### src/rtl/grid_cfg_pkg.sv
// grid_cfg_pkg: shared configuration-chain constants and the chain-length helper
package grid_cfg_pkg;
  localparam int CFG_BITS_PER_PAD = 2;
  localparam int CFG_OE_OFS = 0;
  localparam int CFG_INV_OFS = 1;
  function automatic int chain_len(input int num_pads);
    return num_pads * CFG_BITS_PER_PAD;
  endfunction
endpackage

### src/rtl/ccff_shadow_chain.sv
// ccff_shadow_chain: W-bit config shift chain with a length-checked commit into a shadow copy
module ccff_shadow_chain #(
  parameter int W = 16,
  parameter int CNT_W = $clog2(W + 2)
) (
  input  logic         clk_i,
  input  logic         rst_n_i,
  input  logic         head_i,
  input  logic         shift_en_i,
  input  logic         commit_i,
  output logic         tail_o,
  output logic [W-1:0] shadow_o,
  output logic         done_o,
  output logic         err_o
);
  localparam logic [CNT_W-1:0] CNT_FULL = CNT_W'(W);
  localparam logic [CNT_W-1:0] CNT_MAX = CNT_W'(W + 1);
  logic [W-1:0] chain_q, chain_d, shadow_q, shadow_d;
  logic [CNT_W-1:0] cnt_q, cnt_d;
  logic done_q, done_d, err_q, err_d;
  logic commit_ok;
  assign commit_ok = commit_i & ~shift_en_i & (cnt_q == CNT_FULL);
  // Shifting always wins; a commit only lands when idle and exactly W bits arrived
  always_comb begin
    chain_d = shift_en_i ? {chain_q[W-2:0], head_i} : chain_q;
    cnt_d = shift_en_i ? ((cnt_q == CNT_MAX) ? cnt_q : cnt_q + 1'b1) : (commit_i ? '0 : cnt_q);
    shadow_d = commit_ok ? chain_q : shadow_q;
    done_d = done_q | commit_ok;
    err_d = commit_i ? ~commit_ok : err_q;
  end
  // State registers, cleared asynchronously so pads float immediately on reset
  always_ff @(posedge clk_i or negedge rst_n_i) begin
    if (!rst_n_i) begin
      chain_q <= '0;
      shadow_q <= '0;
      cnt_q <= '0;
      done_q <= 1'b0;
      err_q <= 1'b0;
    end else begin
      chain_q <= chain_d;
      shadow_q <= shadow_d;
      cnt_q <= cnt_d;
      done_q <= done_d;
      err_q <= err_d;
    end
  end
  assign tail_o = chain_q[W-1];
  assign shadow_o = shadow_q;
  assign done_o = done_q;
  assign err_o = err_q;
endmodule

### src/rtl/grid_io_cfg_bank.sv
// grid_io_cfg_bank: IO grid tile with per-pad OE/INV config behind a shadowed config chain
module grid_io_cfg_bank
  import grid_cfg_pkg::*;
#(
  parameter int NUM_PADS = 8
) (
  input  logic                prog_clk,
  input  logic                pReset_n,
  input  logic                ccff_head,
  input  logic                ccff_shift_en,
  input  logic                ccff_commit,
  output logic                ccff_tail,
  output logic                cfg_done,
  output logic                cfg_err,
  input  logic [NUM_PADS-1:0] fabric_outpad,
  output logic [NUM_PADS-1:0] fabric_inpad,
  input  logic [NUM_PADS-1:0] pad_in,
  output logic [NUM_PADS-1:0] pad_out,
  output logic [NUM_PADS-1:0] pad_oe
);
  localparam int CHAIN_LEN = chain_len(NUM_PADS);
  localparam int CNT_W = $clog2(CHAIN_LEN + 2);
  logic [CHAIN_LEN-1:0] shadow;
  ccff_shadow_chain #(.W(CHAIN_LEN), .CNT_W(CNT_W)) u_chain (
    .clk_i(prog_clk),
    .rst_n_i(pReset_n),
    .head_i(ccff_head),
    .shift_en_i(ccff_shift_en),
    .commit_i(ccff_commit),
    .tail_o(ccff_tail),
    .shadow_o(shadow),
    .done_o(cfg_done),
    .err_o(cfg_err)
  );
  // Per-pad datapath; loopback to fabric is gated while the pad drives
  for (genvar p = 0; p < NUM_PADS; p++) begin : g_pad
    assign pad_oe[p] = cfg_done & shadow[p*CFG_BITS_PER_PAD+CFG_OE_OFS];
    assign pad_out[p] = fabric_outpad[p] ^ shadow[p*CFG_BITS_PER_PAD+CFG_INV_OFS];
    assign fabric_inpad[p] = pad_oe[p] ? 1'b0 : pad_in[p];
  end
endmodule

### config.mk
export PLATFORM = sky130hd
export DESIGN_NAME = grid_io_cfg_bank
export DESIGN_NICKNAME = d
export VERILOG_FILES = /design/src/rtl/grid_cfg_pkg.sv /design/src/rtl/ccff_shadow_chain.sv /design/src/rtl/grid_io_cfg_bank.sv
export SDC_FILE = /design/constraint.sdc
export NUM_CORES = 1
export LEC_CHECK = 0
export ABC_AREA = 1
export BUFFER_PORTS_ARGS = -buffer_cell sky130_fd_sc_hd__buf_2
export CORE_AREA = 2 2 61 75
export CTS_CLUSTER_DIAMETER = 40
export DETAILED_ROUTE_END_ITERATION = 7
export DIE_AREA = 0 0 63 77
export GPL_TIMING_DRIVEN = 0
export PLACE_DENSITY_LB_ADDON = 0.05
export SETUP_SLACK_MARGIN = 0.1
export SYNTH_ARGS = -nofsm -noshare
export SYNTH_HDL_FRONTEND = slang
export SYNTH_SLANG_ARGS = --single-unit
### constraint.sdc
create_clock -name prog_clk -period 1.3 [get_ports prog_clk]
set_clock_uncertainty 0.05 [all_clocks]
set_input_delay 0.26 -clock prog_clk [delete_from_list [all_inputs] [get_ports prog_clk]]
set_output_delay 0.26 -clock prog_clk [all_outputs]
set_load 0.01 [all_outputs]
==> key figures, run 1 <==
Pwr
  • Leak pwr: 1.44 nW
  • Clock power share: 25.4%
  • Combinational Power Share: 26.7%
  • Sw Ratio: 31.4%
  • Psw: 952 uW
  • Power Internal: 2.08 mW
  • Max IR drop VDD: 0.000651 V
  • PwrDens: 1090 mW/mm^2
  • Sequential share of power: 47.9%

Critical path
  • Worst stage delay on the critical path: 0.42 ns
  • R2R depth: 8
  • CP Max Fanout: 4
  • CP cell instances: buf_6, nand2_2, inv_2, nor2_2, buf_2
  • CP Data Required Time: 0.99 ns
  • Setup CP Type: flop to primary output
  • CP max-delay cell: dfrtp_1
  • CP Capture Type: primary output
  • Register-to-register path setup slack: -0.09 ns
  • Crit path buf inv count: 3
  • Critical path endpoint: fabric_inpad[0]
  • Worst r2r src: u_chain.cnt_q[1]
  • Startpoint types: flop
  • Worst EP arrival: 1.18 ns
  • WP depth: 5
  • Crit path max-delay family: flip-flops
  • Crit path from: u_chain.done_o
  • Worst r2r dst: u_chain.shadow_o[1]

GRT
  • Vias in the first global route: 1539
  • Gr ovfl total: 0
  • Initial antenna violation count: 0
  • Largest net degree at the start of global routing: 40
  • First-pass GRT wire length: 7110 um
  • Total track usage: 19.0%

Min path
  • HP Class: primary input to async pin

Yosys
  • Share of the synthesized area in the top cell type: 51.7%
  • Top cells by area in the synthesized netlist: dfrtp_1 52%, nand2_1 11%, inv_1 7.6%
  • EDFF count, synth: 0
  • Syn nets: 236
  • Register area share after synthesis: 51.7%
  • Top_reg_cell synth: dfrtp_1
  • Ys async rst share: 100%
  • Post-Syn Instances: 212
  • Mean post-synth cell area: 8.90 sq um
  • Dominant cell by count in the synthesized netlist: nand2_1
  • #FFs+latches synth: 39
  • Ys Warns: 0
  • Post-synth top area cell: dfrtp_1
  • Netlist cell types: 20
  • Commonest cells post-synth: 55 x nand2_1, 39 x dfrtp_1, 38 x inv_1
  • Post-Syn Area: 0.00189 sq mm

Route
  • Post-Route WL: 4170 um
  • DRT iter0 DRCs: 36
  • Post-route ant nets: 0
  • DRT Pass-1 Iters: 4
  • Drt drc: 0
  • Wire per inst: 12.2 um
  • Vias: 1572
  • Vias per inst: 4.58

Placed design
  • DP HPWL: 2450 um
  • Port Buffers: 46
  • Placed cells: 314
  • Routability-driven placement congestion ratio: 0.736

STA
  • Fin crit share: 115%
  • Fmax: 0.670 GHz
  • Hold Violations, Final: 0
  • Setup tns final: -3.24 ns
  • Final WS setup: -0.193 ns
  • Crit path time final: 1.49 ns
  • Max_slew headroom: 42.1%
  • Unrepaired setup endpoints after global routing: yes
  • Max-slew violation count: 0
  • Setup violations, final: 34
  • Measured slew at the worst slew-check pin: 0.868 ns

Layout
  • Nets: 310
  • Layout fillers: 335
  • Layout cells sized above 1: 53.7%
  • Fin cells: 343
  • P&R area growth vs syn: 47.3%
  • Diode count: 0

CTS
  • Clk root buf: clkbuf_8
  • CTS tree: built
  • Clock buffer count from CTS: 5
  • Clock transition at the registers of the reported paths: 0.07 ns
  • Later-pin clock latency in the skew report: 0.29 ns
  • Clk buf depth: 2
  • Clk sink count: 39
  • Htree depth: 2

Floorplanning
  • Starting Density: 45.7%
  • Die height: 77 um
  • Io pins: 48
  • Die W: 63 um
  • Core ar.: 0.00413 sq mm
  • # rows: 26
  • Die ar.: 0.00485 sq mm

Flow run
  • Maxcap violations: 0

Run status
  • Failing checks: setup timing
  • Status: finished, violations left
==> stage by stage <==
step	util, %	hold slack (ns)	power (mW)	area [sq um]	worst slack [ns]
floorplan	-	-0.0856	1.86	1940	0.0371
global placement	54.2	0.385	2.04	2240	-0.105
detailed placement	54.2	0.371	2.05	2240	-0.109
CTS	65.4	0.0645	2.98	2700	-0.182
global route	67.3	0.0971	3.23	2780	-0.250
finish	67.3	0.0350	3.03	2780	-0.193
==> power groups by stage <==
stage	Sequential (mW)	Combinational (mW)	Clock (mW)
2_1_floorplan	1.46	0.407	0
5_1_grt	1.47	0.904	0.860
3_3_place_gp	1.47	0.571	0
4_1_cts	1.44	0.737	0.798
6_report	1.45	0.809	0.769
3_5_place_dp	1.47	0.577	0
==> logic make-up (layout without fill, tap and decap cells) <==
kind of cell / after synthesis / in the layout / synth area share, %
and+or+nand+nor: 78 / 78 / 18.1
buffers and inverters: 49 / 124 / 11.5
DFF: 39 / 39 / 51.7
AOI/OAI and AO/OA: 34 / 34 / 12.5
xor gates and xnor gates: 9 / 9 / 4.18
adders and majority gates: 3 / 3 / 1.99
==> cell usage in the layout (no fill, tap or decap), types with 9 or more instances in the layout <==
| master | instances |
|---|---|
| nand2_1 | 25 |
| buf_2 | 43 |
| nand2_2 | 17 |
| buf_4 | 13 |
| o21ai_0 | 16 |
| o21ai_2 | 16 |
| inv_1 | 27 |
| xor2_1 | 9 |
| buf_6 | 9 |
| inv_2 | 11 |
| nand2_4 | 16 |
| dfrtp_1 | 39 |
==> how the worst min path moves through the flow <==
| stage | from | end | slack (ns) | depth (start not counted) |
|---|---|---|---|---|
| 2_1_floorplan | pReset_n | u_chain.chain_q[0] | -0.09 | 0 |
| 3_3_place_gp | pReset_n | u_chain.done_o | 0.38 | 1 |
| 3_5_place_dp | pReset_n | u_chain.done_o | 0.37 | 1 |
| 4_1_cts | pReset_n | u_chain.shadow_o[15] | 0.06 | 1 |
| 5_1_grt | pReset_n | u_chain.shadow_o[0] | 0.1 | 1 |
| 6_report | pReset_n | u_chain.shadow_o[1] | 0.04 | 1 |
==> routing by layer <==
layer	vias to the layer above	share of wire, %	track usage (%)
met2	35	52	32.3
met3	4	4.2	4.55
met5	-	0	0
li1	794	-	-
met4	0	1.6	10.0
met1	739	42	21.8
==> worst register-to-register path, delay by kind of cell, from the launching register on <==
| family | cells | cell delay, ns |
|---|---|---|
| AND/OR/NAND/NOR | 4 | 0.38 |
| flip-flops | 1 | 0.40 |
| buffers and inverters | 2 | 0.28 |
| adder cells (fa/ha/maj) | 1 | 0.14 |
| AO/OA/AOI/OAI | 1 | 0.04 |
==> state kept, by name, summed over array words and instances, names as in the netlist <==
register,cells
u_chain.cnt_q,5
u_chain.shadow_o,16
u_chain.err_o,1
u_chain.chain_q,16
u_chain.done_o,1
==> final cells by class <==
class / count / area (sq um) / share of cell area, %
Inverter: 40 / 155 / 5.58
Buffer: 9 / 103 / 3.69
Multi-Input combinational cell: 124 / 915 / 32.9
Timing Repair Buffer: 67 / 480 / 17.3
Clock inverter: 1 / 5.00 / 0.180
Clock buffer: 7 / 76.3 / 2.75
Sequential cell: 39 / 976 / 35.1
Tap cell: 56 / 70.1 / 2.52
==> repair_timing <==
action | 4_1_cts | 5_1_grt
setup buffers | 17 | 3
pin swaps | 18 | 13
gates cloned | 4 | 0
setup endpoints to repair | 47 | 47
hold buffers | 0 | 0
gates resized for setup | 36 | 41
Power figures use the tool's default switching activity.
==> run 2, diff against run 1 <==
Settings changed: CORE_AREA 2 2 61 75 to 2 2 74 62, DIE_AREA 0 0 63 77 to 0 0 76 64, GPL_ROUTABILITY_DRIVEN from default to 0.
Clock period 1.3 ns to 1.69 ns, I/O delays scaled along.
==> run 2 against run 1 <==
  * The flow now finishes without violations
  * Worst hold slack improved by 0.069 ns
  * Utilization decreased by 11 points
  * Cell count decreased by 5.8%
  * Final area decreased by 18%
  * Via count decreased by 6.9%
  * Die area increased by 0.27%
  * Clock power decreased by 22%
  * Worst setup slack improved by 0.36 ns
  * Wire length decreased by 15%
  * Total power decreased by 30%
  * Largest power group unchanged
==> key figures, run 2 (synthesis gave the netlist of run 1 again) <==
Layout
  • Layout cells sized above 1: 31.2%
  • Diode count: 0
  • Commonest non-fill, non-tap cell in the layout: nand2_1
  • P&R area growth vs syn: 21.0%
  • Nets: 289
  • Layout fillers: 399
  • Commonest non-fill, non-tap cells in the layout: 55 x nand2_1, 47 x buf_2, 39 x dfrtp_1

Critical path
  • Worst stage delay on the critical path: 0.40 ns
  • CP Max Fanout: 9
  • CP max-delay cell: dfrtp_1
  • Crit path max-delay family: flip-flops
  • CP Data Required Time: 1.30 ns
  • Setup CP Type: flop to primary output
  • CP Capture Type: primary output
  • Startpoint types: flop
  • Worst EP arrival: 1.14 ns
  • CP cell instances: buf_8, nand2_1, inv_1, nor2_1, buf_2
  • Crit path buf inv count: 3

GRT
  • First-pass GRT wire length: 6380 um
  • Initial antenna violation count: 0
  • Total track usage: 16.9%
  • Largest net degree at the start of global routing: 40
  • Vias in the first global route: 1428
  • Gr ovfl total: 0

CTS
  • Clk sink count: 39
  • # hold bufs at CTS: 0
  • Htree depth: 2
  • Clock buffer count from CTS: 5
  • Clk root buf: clkbuf_8
  • CTS tree: built
  • Later-pin clock latency in the skew report: 0.29 ns
  • Clk buf depth: 2
  • Clock transition at the registers of the reported paths: 0.07 ns

Route
  • Vias per inst: 4.53
  • Post-Route WL: 3560 um
  • Drt drc: 0
  • Vias: 1463
  • DRT Pass-1 Iters: 4
  • Post-route ant nets: 0
  • DRT iter0 DRCs: 45
  • Wire per inst: 11.0 um

Floorplanning
  • # rows: 21
  • Die ar.: 0.00486 sq mm
  • Die height: 64 um
  • Starting Density: 46.3%
  • Io pins: 48
  • Die W: 76 um
  • Core ar.: 0.00407 sq mm

STA
  • Max-slew violation count: 0
  • Setup violations, final: 0
  • Hold Violations, Final: 0
  • Setup tns final: 0 ns
  • Max_slew headroom: 43.4%
  • Fin crit share: 90.4%
  • Hold slack: 0.104 ns
  • Measured slew at the worst slew-check pin: 0.848 ns
  • Crit path time final: 1.53 ns
  • Unrepaired setup endpoints after global routing: yes
  • Fmax: 0.655 GHz

Placed design
  • DP HPWL: 2550 um
  • Port Buffers: 46

Pwr
  • PwrDens: 933 mW/mm^2
  • Leak pwr: 1.28 nW
  • Max IR drop VDD: 0.000540 V

Min path
  • HP Class: primary input to async pin

Run status
  • Status: finished, final reports clean

Flow run
  • Maxcap violations: 0
[run 2: final timing paths]
check                                 start                   to  slack [ns]  depth (start not counted)
max                          u_chain.done_o      fabric_inpad[6]        0.16                          5
min                                pReset_n     u_chain.cnt_q[4]        0.10                          1
max reg2reg                u_chain.cnt_q[0]  u_chain.shadow_o[8]        0.26                          8
min reg2reg                   u_chain.err_o        u_chain.err_o        0.43                          1
max in group asynchronous          pReset_n        u_chain.err_o        0.95                          1
min in group prog_clk             ccff_head   u_chain.chain_q[0]        0.21                          3
[run 2: where the power goes]
part           internal [mW]  switching (mW)  leakage [nW]  total [mW]
logic                  0.163           0.256         0.728       0.420
registers               1.04          0.0751         0.514        1.11
clock network          0.289           0.308        0.0422       0.598
[run 2: per-stage QoR]
| stage | instances | setup slack (ns) | total power, mW | cell area (sq um) | utilization [%] |
|---|---|---|---|---|---|
| 2_1_floorplan | 212 | 0.375 | 1.41 | 1890 | - |
| 3_3_place_gp | 315 | 0.180 | 1.55 | 2190 | 53.7 |
| 3_5_place_dp | 315 | 0.188 | 1.56 | 2190 | 53.7 |
| 4_1_cts | 323 | 0.129 | 2.16 | 2280 | 56.0 |
| 5_1_grt | 323 | 0.0643 | 2.28 | 2280 | 56.1 |
| 6_report | 323 | 0.162 | 2.13 | 2280 | 56.1 |
[run 2: routing by layer]
| metal | track usage [%] | routed length (um) |
|---|---|---|
| met1 | 20.9 | 1660 |
| met2 | 28.8 | 1670 |
| met3 | 4.52 | 174 |
| met4 | 6.14 | 53 |
| met5 | 0 | 0 |
[run 2: layout make-up]
type	instances	area [sq um]	share of cell area, %
timing repair buffer	46	230	10.1
buffer	9	76.3	3.34
sequential	39	976	42.7
multi-input combinational	124	696	30.5
clock buffer	7	76.3	3.34
tap	57	71.3	3.12
clock inverter	1	5.00	0.219
inverter	40	153	6.68
[run 2: what timing repair did]
action | 4_1_cts | 5_1_grt
buffers inserted | 0 | 0
pin swaps | 0 | 0
setup endpoints to repair | 16 | 8
resized for setup | 3 | 2
==> run 3, diff against run 2 <==
Settings changed: ABC_AREA 1 to 0, CORE_AREA 2 2 74 62 to 2 2 73 61, DIE_AREA 0 0 76 64 to 0 0 75 63, PLACE_DENSITY_LB_ADDON 0.05 to 0.3.
==> run 3 against run 2 <==
  * Combinational power grew 36%
  * Flip-flop and latch count did not move
  * Largest power group unchanged
  * Highest routed layer unchanged
  * Die area shrank 2.9%
  * Maximum frequency is 6.2% lower
  * Final area fell by 1.6%
  * Global-route usage decreased by 1.5 points
  * First-iteration DRC count rose by 18%
  * Largest cell class unchanged
  * Critical path depth up 1
  * Synthesized area is 8.2% lower
  * Non-clock buffer count increased by 3
  * Register-to-register slack got worse by 0.20 ns
==> key figures, run 3 <==
Run status
  • Status: finished, final reports clean

Yosys
  • Share of the synthesized area in the top cell type: 56.4%
  • Register area share after synthesis: 56.4%
  • Post-Syn Instances: 127
  • Ys async rst share: 100%
  • Netlist cell types: 19
  • Ys Warns: 0
  • EDFF count, synth: 0
  • #FFs+latches synth: 39
  • Post-synth top area cell: dfrtp_1
  • Post-Syn Area: 0.00173 sq mm
  • Dominant cell by count in the synthesized netlist: dfrtp_1
  • Top cells by area in the synthesized netlist: dfrtp_1 56%, mux2_2 21%, xor2_1 4.6%
  • Mean post-synth cell area: 13.6 sq um
  • Top_reg_cell synth: dfrtp_1
  • Commonest cells post-synth: 39 x dfrtp_1, 32 x mux2_2, 9 x xor2_1
  • Syn nets: 151

GRT
  • Largest net degree at the start of global routing: 40
  • Initial antenna violation count: 0
  • Gr ovfl total: 0
  • Vias in the first global route: 1140
  • Total track usage: 15.4%
  • First-pass GRT wire length: 5440 um

STA
  • Max-slew violation count: 0
  • Fmax: 0.614 GHz
  • Fin crit share: 96.4%
  • Measured slew at the worst slew-check pin: 0.839 ns
  • Unrepaired setup endpoints after global routing: yes
  • Final WS setup: 0.0609 ns
  • Max_slew headroom: 44.0%
  • Crit path time final: 1.63 ns
  • Setup violations, final: 0
  • Hold Violations, Final: 0

Critical path
  • Critical path endpoint: u_chain.shadow_o[5]
  • R2R depth: 6
  • CP cell instances: inv_2, ha_4, nand2_4, nor4_4, buf_6, mux2_2
  • Startpoint types: flop
  • Worst r2r src: u_chain.cnt_q[0]
  • Worst stage delay on the critical path: 0.42 ns
  • Worst EP arrival: 1.75 ns
  • Setup CP Type: flop to flop
  • CP Capture Type: flop
  • Register-to-register path setup slack: 0.06 ns
  • Worst r2r dst: u_chain.shadow_o[5]
  • CP Max Fanout: 9
  • Crit path from: u_chain.cnt_q[0]
  • CP max-delay cell: dfrtp_2
  • CP Data Required Time: 1.81 ns

CTS
  • Later-pin clock latency in the skew report: 0.28 ns
  • Clock buffer count from CTS: 5
  • Htree depth: 2
  • Clock transition at the registers of the reported paths: 0.07 ns
  • Clk sink count: 39
  • Clk buf depth: 2
  • # hold bufs at CTS: 0
  • Clk root buf: clkbuf_8
  • CTS tree: built

Route
  • DRT Pass-1 Iters: 4
  • Wire per inst: 12.9 um
  • Drt drc: 0
  • Post-route ant nets: 0
  • Post-Route WL: 3180 um
  • Vias: 1155
  • DRT iter0 DRCs: 53
  • Vias per inst: 4.70

Floorplanning
  • # rows: 21
  • Die height: 63 um
  • Starting Density: 43.1%
  • Io pins: 48
  • Die ar.: 0.00473 sq mm
  • Core ar.: 0.00402 sq mm
  • Die W: 75 um

Min path
  • HP Class: primary input to async pin

Flow run
  • Maxcap violations: 0

Placed design
  • Port Buffers: 47
  • Post-placement cell area: 0.00204 sq mm
  • Placed cells: 231
  • Pre-CTS setup slack: -0.401 ns

Pwr
  • Sequential share of power: 52.8%
  • Power Internal: 1.81 mW
  • PwrDens: 1130 mW/mm^2
  • Combinational Power Share: 22.5%
  • Leak pwr: 1.16 nW
  • Max IR drop VDD: 0.000498 V
  • Clock power share: 24.6%
  • Final Power: 2.53 mW
  • Psw: 724 uW
  • Sw Ratio: 28.6%

Layout
  • P&R area growth vs syn: 29.7%
  • Diode count: 0
  • Fin cells: 246
  • Commonest non-fill, non-tap cell in the layout: buf_2
  • Nets: 213
  • Layout Utilization: 55.9%
  • Finished Cell Area: 0.00225 sq mm
  • Commonest non-fill, non-tap cells in the layout: 49 x buf_2, 37 x dfrtp_1, 25 x mux2_2
  • Layout cells sized above 1: 57.1%
[run 3: changes by cell type after synthesis, sizes merged, moves of 4 or more]
cell,change
nand2,-53
inv,-36
mux2,+32
o21ai,-31
and2,+8
nor2,-8
nor2b,+8
clkbuf,-4
nand3,-4
[run 3: area by class of cell]
type,instances,area (sq um)
fillers,348,1770
flip-flops and latches,39,978
multi-input cells,81,773
repair buffers,55,299
clock buffers,6,82.6
well taps,57,71.3
plain buffers,3,21.3
inverters,4,15.0
clock inverters,1,5.00
[run 3: per-stage QoR]
stage / TNS [ns] / hold slack (ns)
CTS: -0.0551 / 0.138
floorplan: -0.515 / -0.00759
detailed placement: -5.12 / 0.444
global route: 0 / 0.185
global placement: -3.58 / 0.424
finish: 0 / 0.103
[run 3: per-layer routing]
metal  up-vias  global-route usage (%)  wire [um]
li1        551                       -          -
met1       556                    20.5       1410
met2        43                    23.4       1520
met3         5                    4.35        200
met4         0                    6.47         46
met5         -                       0          0
[run 3: cells by family after synthesis]
kind of cell,share of synthesized area (%)
flops,56.4
compound gates,1.16
mux,22.5
simple gates,11.1
buf+inv,2.10
xor+xnor,4.55
fa+ha+maj,2.17
[run 3: repair_timing]
item                                    CTS  global route
buffers inserted                          5             3
resized for setup                        16             2
cloned                                    0             0
endpoints found under the setup margin   30            24
pin swaps                                 1             1
[run 3: power by group through the flow]
stage,Sequential [mW],Clock [mW],Combinational (mW)
finish,1.34,0.622,0.570
global route,1.37,0.687,0.635
CTS,1.34,0.648,0.544
detailed placement,1.35,0,0.454
global placement,1.34,0,0.427
floorplan,1.30,0,0.312
[run 3: worst min path at each step]
| stage | to | startpoint | depth (start not counted) | slack [ns] |
|---|---|---|---|---|
| 2_1_floorplan | u_chain.chain_q[0] | pReset_n | 0 | -0.008 |
| 3_3_place_gp | u_chain.err_o | u_chain.err_o | 2 | 0.42 |
| 3_5_place_dp | u_chain.shadow_o[14] | u_chain.shadow_o[14] | 1 | 0.44 |
| 4_1_cts | u_chain.shadow_o[12] | pReset_n | 1 | 0.14 |
| 5_1_grt | u_chain.shadow_o[12] | pReset_n | 1 | 0.19 |
| 6_report | u_chain.shadow_o[11] | pReset_n | 1 | 0.10 |
[run 3: worst max-delay path: cells and delay by family, from the launching register on]
kind                     cells  cell delay (ns)
flip-flops                   1             0.42
adder cells (fa/ha/maj)      1             0.14
buffers and inverters        2             0.28
AND/OR/NAND/NOR              2             0.29
multiplexers                 1             0.34
